===== config.mk =====
export PLATFORM = sky130hd
export DESIGN_NAME = alu_cmd_sequencer
export DESIGN_NICKNAME = d
export VERILOG_FILES = /design/src/rtl/alu_seq_pkg.sv /design/src/rtl/seq_prog_mem.sv /design/src/rtl/alu_cmd_sequencer.sv
export SDC_FILE = /design/constraint.sdc
export NUM_CORES = 1
export LEC_CHECK = 0
export CAP_MARGIN = 20
export CORE_MARGIN = 4
export CORE_UTILIZATION = 55
export CTS_CLUSTER_DIAMETER = 100
export DETAILED_ROUTE_END_ITERATION = 6
export PLACE_DENSITY = 0.74
export SYNTH_ARGS = -nofsm -noshare
export SYNTH_HDL_FRONTEND = slang
export SYNTH_SLANG_ARGS = --single-unit

===== constraint.sdc =====
create_clock -name clk -period 3.95 [get_ports clk]
set_input_delay 0.395 -clock clk [delete_from_list [all_inputs] [get_ports clk]]
set_output_delay 0.395 -clock clk [all_outputs]
set_load 0.05 [all_outputs]

===== src/rtl/alu_seq_pkg.sv =====
// Shared state type and command-word layout for the ALU command sequencer.
// Command word: {ALU_OP[12:10], W_Addr[9:5], R_Addr_B[4:0]}.
package alu_seq_pkg;

    localparam int CMD_W          = 13;
    localparam int OP_W           = 3;
    localparam int FIELD_ADDR_W   = 5;
    localparam int ADDR_W_DEFAULT = 5;
    localparam int OP_LSB         = 10;
    localparam int WA_LSB         = 5;
    localparam int RB_LSB         = 0;

    typedef enum logic [1:0] {
        ST_IDLE = 2'd0,
        ST_RUN  = 2'd1,
        ST_DONE = 2'd2
    } seq_state_e;

    function automatic logic [OP_W-1:0] cmd_op(input logic [CMD_W-1:0] cmd);
        return cmd[OP_LSB +: OP_W];
    endfunction

    function automatic logic [FIELD_ADDR_W-1:0] cmd_waddr(input logic [CMD_W-1:0] cmd);
        return cmd[WA_LSB +: FIELD_ADDR_W];
    endfunction

    function automatic logic [FIELD_ADDR_W-1:0] cmd_raddr_b(input logic [CMD_W-1:0] cmd);
        return cmd[RB_LSB +: FIELD_ADDR_W];
    endfunction

endpackage


===== src/rtl/seq_prog_mem.sv =====
// Program store for the sequencer: DEPTH x CMD_W, synchronous write,
// asynchronous read so the next command can be registered in the same cycle.
module seq_prog_mem
    import alu_seq_pkg::*;
#(
    parameter int DEPTH = 16
) (
    input  logic                     clk,
    input  logic                     we,
    input  logic [$clog2(DEPTH)-1:0] waddr,
    input  logic [CMD_W-1:0]         wdata,
    input  logic [$clog2(DEPTH)-1:0] raddr,
    output logic [CMD_W-1:0]         rdata
);

    logic [CMD_W-1:0] mem_q [DEPTH];

    // NOTE: no reset on the array; program contents survive Reset and it maps onto plain RAM/regfile cells.
    always_ff @(posedge clk) begin
        if (we) begin
            mem_q[waddr] <= wdata;
        end
    end

    assign rdata = mem_q[raddr];

endmodule


===== src/rtl/alu_cmd_sequencer.sv =====
// Start/busy/done command sequencer feeding the register-file/ALU datapath.
// Optional build macro SEQ_HALT_ON_OF_EN: abort the run after a write that flags overflow.
module alu_cmd_sequencer
    import alu_seq_pkg::*;
#(
    parameter int PROG_DEPTH = 16,
    parameter int ADDR_W     = ADDR_W_DEFAULT
) (
    input  logic                          clk,
    input  logic                          Reset,
    input  logic                          prog_we,
    input  logic [$clog2(PROG_DEPTH)-1:0] prog_addr,
    input  logic [CMD_W-1:0]              prog_data,
    input  logic [$clog2(PROG_DEPTH):0]   prog_len,
    input  logic                          start,
    input  logic                          OF,
    input  logic                          ZF,
    output logic [ADDR_W-1:0]             R_Addr_A,
    output logic [ADDR_W-1:0]             R_Addr_B,
    output logic [ADDR_W-1:0]             W_Addr,
    output logic [OP_W-1:0]               ALU_OP,
    output logic                          Write_Reg,
    output logic                          busy,
    output logic                          done,
    output logic [$clog2(PROG_DEPTH):0]   pc,
    output logic                          of_seen,
    output logic                          zf_last,
    output logic                          halted
);

    localparam int PA_W = $clog2(PROG_DEPTH);
    localparam int PC_W = PA_W + 1;
    localparam logic [PC_W-1:0] DEPTH_C = PC_W'(PROG_DEPTH);

    seq_state_e        state_q, state_d;
    logic [PC_W-1:0]   pc_q, pc_d;
    logic [PC_W-1:0]   len_q, len_d;
    logic [ADDR_W-1:0] r_addr_a_q, r_addr_a_d;
    logic [ADDR_W-1:0] r_addr_b_q, r_addr_b_d;
    logic [ADDR_W-1:0] w_addr_q, w_addr_d;
    logic [OP_W-1:0]   alu_op_q, alu_op_d;
    logic              write_reg_q, write_reg_d;
    logic              of_seen_q, of_seen_d;
    logic              zf_last_q, zf_last_d;
    logic              halted_q, halted_d;

    logic [PC_W-1:0]   len_sat;
    logic              mem_we;
    logic [PA_W-1:0]   rd_addr;
    logic [CMD_W-1:0]  rd_data;
    logic              halt_req;

`ifdef SEQ_HALT_ON_OF_EN
    assign halt_req = OF;
`else
    assign halt_req = 1'b0;
`endif

    assign len_sat = (prog_len > DEPTH_C) ? DEPTH_C : prog_len;
    assign mem_we  = prog_we && (state_q == ST_IDLE);

    // Read one entry ahead of pc so the next command lands in the output registers on time.
    assign rd_addr = (state_q == ST_RUN) ? (pc_q[PA_W-1:0] + PA_W'(1)) : '0;

    seq_prog_mem #(
        .DEPTH (PROG_DEPTH)
    ) u_prog_mem (
        .clk   (clk),
        .we    (mem_we),
        .waddr (prog_addr),
        .wdata (prog_data),
        .raddr (rd_addr),
        .rdata (rd_data)
    );

    always_comb begin
        // NOTE: every _d gets a default first, so no path through the case leaves a latch behind.
        state_d     = state_q;
        pc_d        = pc_q;
        len_d       = len_q;
        of_seen_d   = of_seen_q;
        zf_last_d   = zf_last_q;
        halted_d    = halted_q;
        r_addr_a_d  = '0;
        r_addr_b_d  = '0;
        w_addr_d    = '0;
        alu_op_d    = '0;
        write_reg_d = 1'b0;

        case (state_q)
            ST_IDLE: begin
                if (start) begin
                    if (len_sat == '0) begin
                        state_d = ST_DONE;
                    end else begin
                        state_d     = ST_RUN;
                        len_d       = len_sat;
                        pc_d        = '0;
                        of_seen_d   = 1'b0;
                        zf_last_d   = 1'b0;
                        halted_d    = 1'b0;
                        alu_op_d    = cmd_op(rd_data);
                        w_addr_d    = ADDR_W'(cmd_waddr(rd_data));
                        r_addr_a_d  = ADDR_W'(cmd_waddr(rd_data));
                        r_addr_b_d  = ADDR_W'(cmd_raddr_b(rd_data));
                        write_reg_d = 1'b1;
                    end
                end
            end

            ST_RUN: begin
                of_seen_d = of_seen_q | OF;
                zf_last_d = ZF;
                pc_d      = pc_q + PC_W'(1);
                if ((pc_d == len_q) || halt_req) begin
                    state_d  = ST_DONE;
                    halted_d = halt_req;
                end else begin
                    // Chain through the accumulator: A reads what the previous command wrote.
                    alu_op_d    = cmd_op(rd_data);
                    w_addr_d    = ADDR_W'(cmd_waddr(rd_data));
                    r_addr_a_d  = w_addr_q;
                    r_addr_b_d  = ADDR_W'(cmd_raddr_b(rd_data));
                    write_reg_d = 1'b1;
                end
            end

            ST_DONE: begin
                state_d = ST_IDLE;
            end

            default: begin
                state_d = ST_IDLE;
            end
        endcase
    end

    always_ff @(posedge clk or posedge Reset) begin
        if (Reset) begin
            state_q     <= ST_IDLE;
            pc_q        <= '0;
            len_q       <= '0;
            r_addr_a_q  <= '0;
            r_addr_b_q  <= '0;
            w_addr_q    <= '0;
            alu_op_q    <= '0;
            write_reg_q <= 1'b0;
            of_seen_q   <= 1'b0;
            zf_last_q   <= 1'b0;
            halted_q    <= 1'b0;
        end else begin
            state_q     <= state_d;
            pc_q        <= pc_d;
            len_q       <= len_d;
            r_addr_a_q  <= r_addr_a_d;
            r_addr_b_q  <= r_addr_b_d;
            w_addr_q    <= w_addr_d;
            alu_op_q    <= alu_op_d;
            write_reg_q <= write_reg_d;
            of_seen_q   <= of_seen_d;
            zf_last_q   <= zf_last_d;
            halted_q    <= halted_d;
        end
    end

    assign R_Addr_A  = r_addr_a_q;
    assign R_Addr_B  = r_addr_b_q;
    assign W_Addr    = w_addr_q;
    assign ALU_OP    = alu_op_q;
    assign Write_Reg = write_reg_q;
    assign busy      = (state_q == ST_RUN);
    assign done      = (state_q == ST_DONE);
    assign pc        = pc_q;
    assign of_seen   = of_seen_q;
    assign zf_last   = zf_last_q;
    assign halted    = halted_q;

endmodule


; After elaboration in Yosys (flattened, before gate mapping)
; Memory sizes are Yosys's and may differ from the RTL's.
; Index checks and enable logic that the tools add are counted.
[word_totals]
regBits = 34
ram_bits = 208
n_memories = 1
[op_classes]
add_sub_neg = 2
magnitude_cmp = 1
n_eq_ne = 6
mux = 35
bitwise = 2
n_reduce_logical = 8
[mem_list]
columns = name, depth, width, read_ports, rd_clocked_by_memory_dff, write_ports, line
row1 = u_prog_mem.mem_q, 16, 13, 1, 0, 1, seq_prog_mem.sv:16  ; logic [CMD_W-1:0] mem_q [DEPTH];
[ops]
columns = cell, count
row1 = 5-bit two-way mux, 10
row2 = 5-bit one-hot mux with 2 select lines, 4
row3 = 3-bit two-way mux, 3
row4 = 1-bit two-way mux, 8
row5 = 1-bit one-hot mux with 2 select lines, 4
row6 = 2-bit two-way mux, 3
row7 = 3-bit one-hot mux with 2 select lines, 1
row8 = 3-bit AND reduction, 2
row9 = 5-bit by 1-bit adder with 5-bit output (second input constant), 1
row10 = 5-bit equality test, 1
row11 = 5-bit > comparator (second input constant), 1
row12 = 5-bit zero test, 1
row13 = 4-bit by 1-bit adder with 4-bit output (second input constant), 1
row14 = 4-bit two-way mux, 1
row15 = 2-bit inequality test (second input constant), 2
row16 = 2-bit one-hot mux with 2 select lines, 1
row17 = 4-bit AND reduction, 1
row18 = 2-bit by 1-bit equality test with 1-bit output (second input constant), 1
row19 = 2-bit equality test (second input constant), 1
row20 = 2-bit zero test, 1
row21 = 2-bit by 1-bit inequality test with 1-bit output (second input constant), 1
row22 = 2-bit AND reduction, 1
row23 = 2-bit nonzero test, 1
row24 = 1-bit logical AND, 1
row25 = 2 further kinds, 2

; Depth between registers and ports, before layout
; Gate-level depths: netlist of run 1.
[logic_depth]
ltp_word = 6
depth_mapped = 11
depth_no_buf = 7

; Cells and area by module
; A second synthesis of run 1 with hierarchy kept.
[hier_totals]
hier_cells = 468
hier_area_um2 = 9406.5
[by_module_without_submodules]
columns = mod, n_inst, cells_per_inst, area_each_um2, seq_area_each_um2
row1 = seq_prog_mem, 1, 342, 7982.7, 6246.0
row2 = alu_cmd_sequencer, 1, 126, 1423.9, 825.8

; Worst setup path before layout of run 1
; Ideal clock, no wire load.
[synth_path]
path_kind = reg-to-reg
from = register state_q[0]
to = memory u_prog_mem.mem_q[0][0], enable pin
t_arrival_ns = 2.044
t_required_ns = 3.551
slack_ns = 1.507
stages_incl_launch_ff = 5
path_buffers = 0
period_less_slack_ns = 2.443
path_cell_list = dfrtp_1 nor2_1 nand2_1 or3_1 nor3_1
[synth_via]
elab_chain_cells = 4
[synth_lines]
columns = item, line
row1 = "start, declared", alu_cmd_sequencer.sv:35  ; seq_state_e state_q, state_d;
row2 = "start signal, assigned", alu_cmd_sequencer.sv:152  ; state_q <= state_d;
row3 = 2-bit zero test, alu_cmd_sequencer.sv:60  ; assign mem_we = prog_we && (state_q == ST_IDLE);
row4 = 1-bit logical AND, alu_cmd_sequencer.sv:60
row5 = 1-bit two-way mux, seq_prog_mem.sv:20  ; if (we) begin
row6 = 1-bit two-way mux (implied by the code), seq_prog_mem.sv:21  ; mem_q[waddr] <= wdata;
row7 = "end, declared", seq_prog_mem.sv:16
; Every way passes these cells.

; Worst setup path in the final report of run 1
[layout_path]
from = register state_q[1]
to = output busy
[layout_via]
elab_chain_cells = 1
[layout_lines]
columns = item, line
row1 = 2-bit by 1-bit equality test with 1-bit output, alu_cmd_sequencer.sv:171  ; assign busy = (state_q == ST_RUN);
row2 = "end, declared", alu_cmd_sequencer.sv:23  ; output logic busy,
; Every way passes these cells.

==> flow_metrics.env, run 1 <==
export IMPL_status="finished, final reports clean"
export IMPL_multi_input_area_mm2=0.00255
export IMPL_place_area_mm2=0.0107
export IMPL_finalMaxSlewViolations=0
export IMPL_n_antenna_cell=0
export IMPL_place_congestion=0.803
export IMPL_route_detailed_drc=0
export IMPL_syn_inst=656
export IMPL_wirelength_um=22100
export IMPL_min_path_type="in2async"
export IMPL_post_cts_setup_buffers=0
export IMPL_grtUsageTotal_pct=22.1
export IMPL_grt_pass1_wl_um=33800
export IMPL_synthTopCellsByArea="edfxtp_1 (63%), dfrtp_1 (8.3%), mux4_2 (4.3%)"
export IMPL_cts_tree="built"
export IMPL_synth_xor_area_share_pct=0.896
export IMPL_use_met2_pct=37.6
export IMPL_rsz0062_at_grt="false"
export IMPL_avgRoutedWirePerCell_um=23.0
export IMPL_arrival_ns=2.65
export IMPL_power_uw=9490
export IMPL_final_area_mm2=0.0116
export IMPL_die_area_mm2=0.0202
export IMPL_worstMarginPinSlew_ns=1.01
export IMPL_synth_area_mux_share_pct=7.83
export IMPL_gr_max_usage_layer="met2"
export IMPL_critPathKind="reg2out"
export IMPL_yosysTopAreaCell="edfxtp_1"
export IMPL_hold_viol=0
export IMPL_crit_required_ns=3.56
export IMPL_final_nets=749
export IMPL_total_leakage_power_uw=0.00404
export IMPL_power_density_mw_per_mm2=815
export IMPL_syn2layout_area_growth_pct=17.3
export IMPL_core_area_mm2=0.0175
export IMPL_clockBufferDepth=3
export IMPL_htreeDepth=1
export IMPL_die_h_um=142
export IMPL_post_cts_resized=0
export IMPL_dieWidth_um=142
export IMPL_critPathMaxFanout=17
export IMPL_ys_seq_area_share_pct=71.3
export IMPL_synth_compound_area_share_pct=8.64
export IMPL_grt_max_degree=96
export IMPL_synthSimpleGateAreaFrac_pct=7.76
export IMPL_viasPerCell=6.12
export IMPL_clock_sinks=241
export IMPL_finalClockSkew_ns=0.0122
export IMPL_setup_slack_ns=0.905
export IMPL_min_period_ns=3.04
export IMPL_synth_async_reset_ratio_pct=13.7
export IMPL_rows=48
export IMPL_setup_tns_ns=0
export IMPL_synth_edf_count=208
export IMPL_clkLatencyLatePin_ns=0.51
export IMPL_first_pass_iters=5
export IMPL_start_kind="flip-flop"
export IMPL_antenna_found_initial=0
export IMPL_antenna_left=0
export IMPL_synth_area_mm2=0.00992
export IMPL_drt_iter0_drc=585
export IMPL_cts_buffers=24
export IMPL_yosys_area_top_type_share_pct=63.0
export IMPL_setup_viol=0
export IMPL_synthTopCellsByCount="edfxtp_1 (208), a21oi_1 (47), nand2_1 (40)"
export IMPL_clockRootBuffer="clkbuf_16"
export IMPL_clk_pin_slew_ns=0.06
export IMPL_n_fill_cell=1157
export IMPL_fin_crit_sh_pct=77.1
export IMPL_pin_count=57
export IMPL_synth_top_family_by_area="compound AO/OA/AOI/OAI gates"
export IMPL_port_buffers=55
export IMPL_ys_seq_elements=241
export IMPL_pre_cts_slack_ns=1.26
export IMPL_synthFlopType="edfxtp_1"
export IMPL_fmax_mhz=328
export IMPL_cts_hold_buf=0
export IMPL_maxSlewHeadroom_pct=32.5
export IMPL_ys_warn_count=0
export IMPL_vias=5890
export IMPL_post_dp_hpwl_um=12900
export IMPL_critPathCaptureType="output port"
export IMPL_grtUsageMet3_pct=3.83
export IMPL_yosysMostFrequentCell="edfxtp_1"
export IMPL_syn_avg_cell_area_um2=15.1
export IMPL_met1_usage_pct=29.0
export IMPL_yosys_cell_types_count=51
export IMPL_synth_fa_ha_area_share_pct=0.126
export IMPL_drive_gt1_share_pct=15.3
export IMPL_initial_utilization_pct=56.7
export IMPL_maxCapViolCount=0
export IMPL_grt_pass1_vias=5866
export IMPL_vdd_ir_drop_max_mv=0.641
export IMPL_syn_nets=685
export IMPL_overflow=0
export IMPL_seq_area_mm2=0.00708
-- layer usage --
layer  share of wire [%]  wire length [um]  up-vias
met5                   0                 0        -
met4                 3.0               673        0
met3                 7.3              1610       59
met2                  51             11200      267
met1                  39              8660     2937
li1                    -                 -     2627
-- sequential cells by signal (all words and copies together) (netlist names) --
name and flops:
W_Addr 5, state_q 2, ALU_OP 3, Write_Reg 1
zf_last 1, R_Addr_B 5, R_Addr_A 5, u_prog_mem.mem_q 208
pc 5, of_seen 1, len_q 5
-- logic make-up (layout without fill, tap and decap cells) --
| kind of cell | count (synthesis) | count (layout) |
|---|---|---|
| flops | 241 | 241 |
| simple gates | 154 | 154 |
| compound gates | 132 | 132 |
| buf+inv | 67 | 149 |
| mux | 52 | 52 |
| xor+xnor | 8 | 8 |
| fa+ha+maj | 1 | 1 |
| other cells | 1 | 1 |
-- through the flow --
step / util, % / hold WS, ns / std cells
floorplan: - / 0.459 / 656
global placement: 61.4 / 0.481 / 918
detailed placement: 61.4 / 0.487 / 918
CTS: 66.4 / 0.305 / 962
global route: 66.6 / 0.334 / 963
finish: 66.6 / 0.307 / 963
-- cell type report --
type	instances	share of cell area, %
Multi-Input combinational cell	348	21.9
Clock buffer	31	5.91
Clock inverter	13	1.62
Inverter	29	0.935
Timing Repair Buffer	76	6.37
Tap cell	225	2.42
Sequential cell	241	60.8
-- critical path: stages (launching register included) --
cell and delay (ns):
dfrtp_1 0.42, nand2b_2 0.21, inv_2 0.32, buf_4 0.33
clkdlybuf4s50_1 0.84
-- path summary, 6_finish.rpt --
kind                       slack (ns)       start          end  cells after the start
hold reg to reg                  0.50     of_seen      of_seen                      2
setup reg to reg                 1.22  state_q[1]  R_Addr_B[0]                      8
setup / recovery                 0.91  state_q[1]         busy                      4
hold / removal                   0.31       Reset  R_Addr_B[2]                      3
max in group asynchronous        3.27       Reset        pc[0]                      3
min in group clk                 0.50     of_seen      of_seen                      2
-- power breakdown --
group / internal [uW] / switching [uW] / total, uW
Combinational: 1470 / 2410 / 3880
Sequential: 2970 / 179 / 3150
Clock: 1550 / 907 / 2460
-- cell usage in the layout, fill, tap and decap left out, drive strengths merged, types with 2 or more instances in the layout --
cell type      instances
inv                   29
xor2                   5
o221ai                14
a21oi                 48
dfrtp                 33
nand2                 41
clkbuf                31
mux4                  19
bufinv                 5
nor3                  29
a22oi                  3
clkinv                 8
a2bb2oi               12
nand3                  3
and2                   4
clkdlybuf4s50         55
buf                   21
o22ai                  2
a32o                   5
xnor2                  3
nand3b                 3
o211ai                 2
mux2i                 18
a211o                  2
or3                    3
a31oi                 12
nor2b                  2
edfxtp               208
mux2                  15
o21ai                 27
nor2                  36
nand2b                25
nand4                  3
a22o                   4
Power figures use the tool's default switching activity.
==> run 2: changes to the inputs <==
--- a/config.mk
+++ b/config.mk
@@ -7,10 +7,10 @@
 export LEC_CHECK = 0
 export CAP_MARGIN = 20
 export CORE_MARGIN = 4
-export CORE_UTILIZATION = 55
+export CORE_UTILIZATION = 54
 export CTS_CLUSTER_DIAMETER = 100
 export DETAILED_ROUTE_END_ITERATION = 6
-export PLACE_DENSITY = 0.74
+export PLACE_DENSITY = 0.76
 export SYNTH_ARGS = -nofsm -noshare
 export SYNTH_HDL_FRONTEND = slang
 export SYNTH_SLANG_ARGS = --single-unit
==> constraint.sdc (replaced) <==
create_clock -name clk -period 2.6 [get_ports clk]
set_input_delay 0.26 -clock clk [delete_from_list [all_inputs] [get_ports clk]]
set_output_delay 0.26 -clock clk [all_outputs]
set_load 0.05 [all_outputs]
==> flow_metrics.env, run 2 (synthesis gave the netlist of run 1 again) <==
export IMPL_status="finished, final reports clean"
export IMPL_cts_buffers=24
export IMPL_route_detailed_drc=0
export IMPL_critPathMaxFanout=9
export IMPL_largest_reg_flops=208
export IMPL_htreeDepth=1
export IMPL_pre_cts_slack_ns=0.317
export IMPL_maxSlewHeadroom_pct=30.2
export IMPL_clockRootBuffer="clkbuf_16"
export IMPL_hold_viol=0
export IMPL_clk_pin_slew_ns=0.06
export IMPL_place_congestion=0.871
export IMPL_place_area_mm2=0.0109
export IMPL_core_area_mm2=0.0180
export IMPL_overflow=0
export IMPL_rsz0062_at_grt="false"
export IMPL_maxCapViolCount=0
export IMPL_crit_family="simple AND/OR/NAND/NOR gates"
export IMPL_max_stage_delay_ns=0.81
export IMPL_die_area_mm2=0.0206
export IMPL_fmax_mhz=413
export IMPL_drt_iter0_drc=602
export IMPL_fin_crit_sh_pct=93.1
export IMPL_port_buffers=55
export IMPL_start_kind="flip-flop"
export IMPL_path_cells="nand3_2, xnor2_4, nor2_1, o221ai_1, and4_1, o21ai_1"
export IMPL_grt_pass1_wl_um=35000
export IMPL_setup_viol=0
export IMPL_min_period_ns=2.42
export IMPL_post_dp_hpwl_um=13700
export IMPL_critPathCaptureType="flip-flop"
export IMPL_min_path_type="in2async"
export IMPL_n_antenna_cell=0
export IMPL_setup_slack_ns=0.179
export IMPL_clock_sinks=241
export IMPL_wirelength_um=22600
export IMPL_rows=49
export IMPL_grtUsageTotal_pct=22.4
export IMPL_seq_area_mm2=0.00708
export IMPL_dieWidth_um=144
export IMPL_antenna_found_initial=0
export IMPL_final_util_pct=64.5
export IMPL_final_area_mm2=0.0116
export IMPL_setup_tns_ns=0
export IMPL_grt_pass1_vias=6120
export IMPL_regMostFlops="u_prog_mem.mem_q"
export IMPL_crit_required_ns=3.05
export IMPL_cts_tree="built"
export IMPL_critPathKind="reg2reg"
export IMPL_final_cell_mix="edfxtp_1 (208), clkdlybuf4s50_1 (53), a21oi_1 (47)"
export IMPL_viasPerCell=6.19
export IMPL_multi_input_area_mm2=0.00253
export IMPL_post_cts_setup_buffers=0
export IMPL_first_pass_iters=5
export IMPL_finalClockSkew_ns=0.0203
export IMPL_drive_gt1_share_pct=15.1
export IMPL_finalMaxSlewViolations=0
export IMPL_grt_max_degree=123
export IMPL_die_h_um=144
export IMPL_vdd_ir_drop_max_mv=1.41
export IMPL_n_fill_cell=1229
export IMPL_worstMarginPinSlew_ns=1.04
export IMPL_antenna_left=0
export IMPL_syn2layout_area_growth_pct=17.2
export IMPL_clockBufferDepth=3
export IMPL_pin_count=57
export IMPL_initial_utilization_pct=55.0
export IMPL_clkLatencyLatePin_ns=0.52
export IMPL_vias=6041
export IMPL_final_nets=758
export IMPL_arrival_ns=2.87
export IMPL_crit_path_top_delay_cell="nor2_1"
export IMPL_total_leakage_power_uw=0.00402
export IMPL_final_common_cell="edfxtp_1"
export IMPL_avgRoutedWirePerCell_um=23.2
export IMPL_power_density_mw_per_mm2=1220
export IMPL_power_uw=14200
export IMPL_critPathBufInv=0
-- run 2: cell count changes in the layout (fill, tap and decap cells not counted) --
cell / before / now
clkdlybuf4s50_1: 55 / 53
clkinv_2: 7 / 3
nor3_4: 3 / 0
buf_4: 19 / 23
buf_12: 1 / 8
clkbuf_1: 2 / 8
dlygate4sd2_1: 0 / 1
nor3_2: 1 / 4
clkbuf_8: 4 / 2
bufinv_16: 5 / 1
clkinv_1: 1 / 5
buf_16: 1 / 0
-- run 2: layout make-up --
| type | instances | share of cell area [%] |
|---|---|---|
| clock buffers | 35 | 5.88 |
| clock inverters | 9 | 0.549 |
| inverters | 29 | 0.936 |
| multi-input cells | 348 | 21.8 |
| flip-flops and latches | 241 | 60.9 |
| well taps | 229 | 2.47 |
| repair buffers | 85 | 7.50 |
-- run 2: worst register-to-register path, cell delays in order, from the launching register on --
cell and delay [ns]:
dfrtp_1 0.48, nand3_2 0.20, xnor2_4 0.21, nor2_1 0.82, o221ai_1 0.24, and4_1 0.26
o21ai_1 0.14
-- run 2: report_power, final --
part	internal (uW)	switching (uW)
registers	4520	200
clock network	1910	1350
logic	2360	3810
-- run 2: per-stage QoR --
step / hold slack, ns / instances
floorplan: 0.359 / 656
detailed placement: 0.487 / 932
finish: 0.220 / 976
CTS: 0.232 / 976
global route: 0.288 / 976
global placement: 0.478 / 932
-- run 2: layer usage --
metal / track usage (%) / wire (um)
met5: 0 / 0
met4: 8.13 / 628
met3: 4.06 / 1760
met2: 38.0 / 11500
met1: 29.4 / 8700
-- run 2: worst paths after layout --
| path | slack [ns] | endpoint | startpoint | cells after the start |
|---|---|---|---|---|
| min | 0.22 | len_q[2] | Reset | 2 |
| max reg2reg | 0.18 | R_Addr_A[4] | pc[2] | 6 |
| max | 0.18 | R_Addr_A[4] | pc[2] | 6 |
| min reg2reg | 0.50 | R_Addr_A[4] | W_Addr[4] | 2 |
| max in group asynchronous | 1.67 | ALU_OP[1] | Reset | 3 |
| min in group clk | 0.34 | len_q[3] | prog_len[3] | 3 |
-- run 2: what timing repair did --
action,in CTS,in global routing
hold buffers,0,0
endpoints found under the setup margin,1,0
resized for setup,1,0
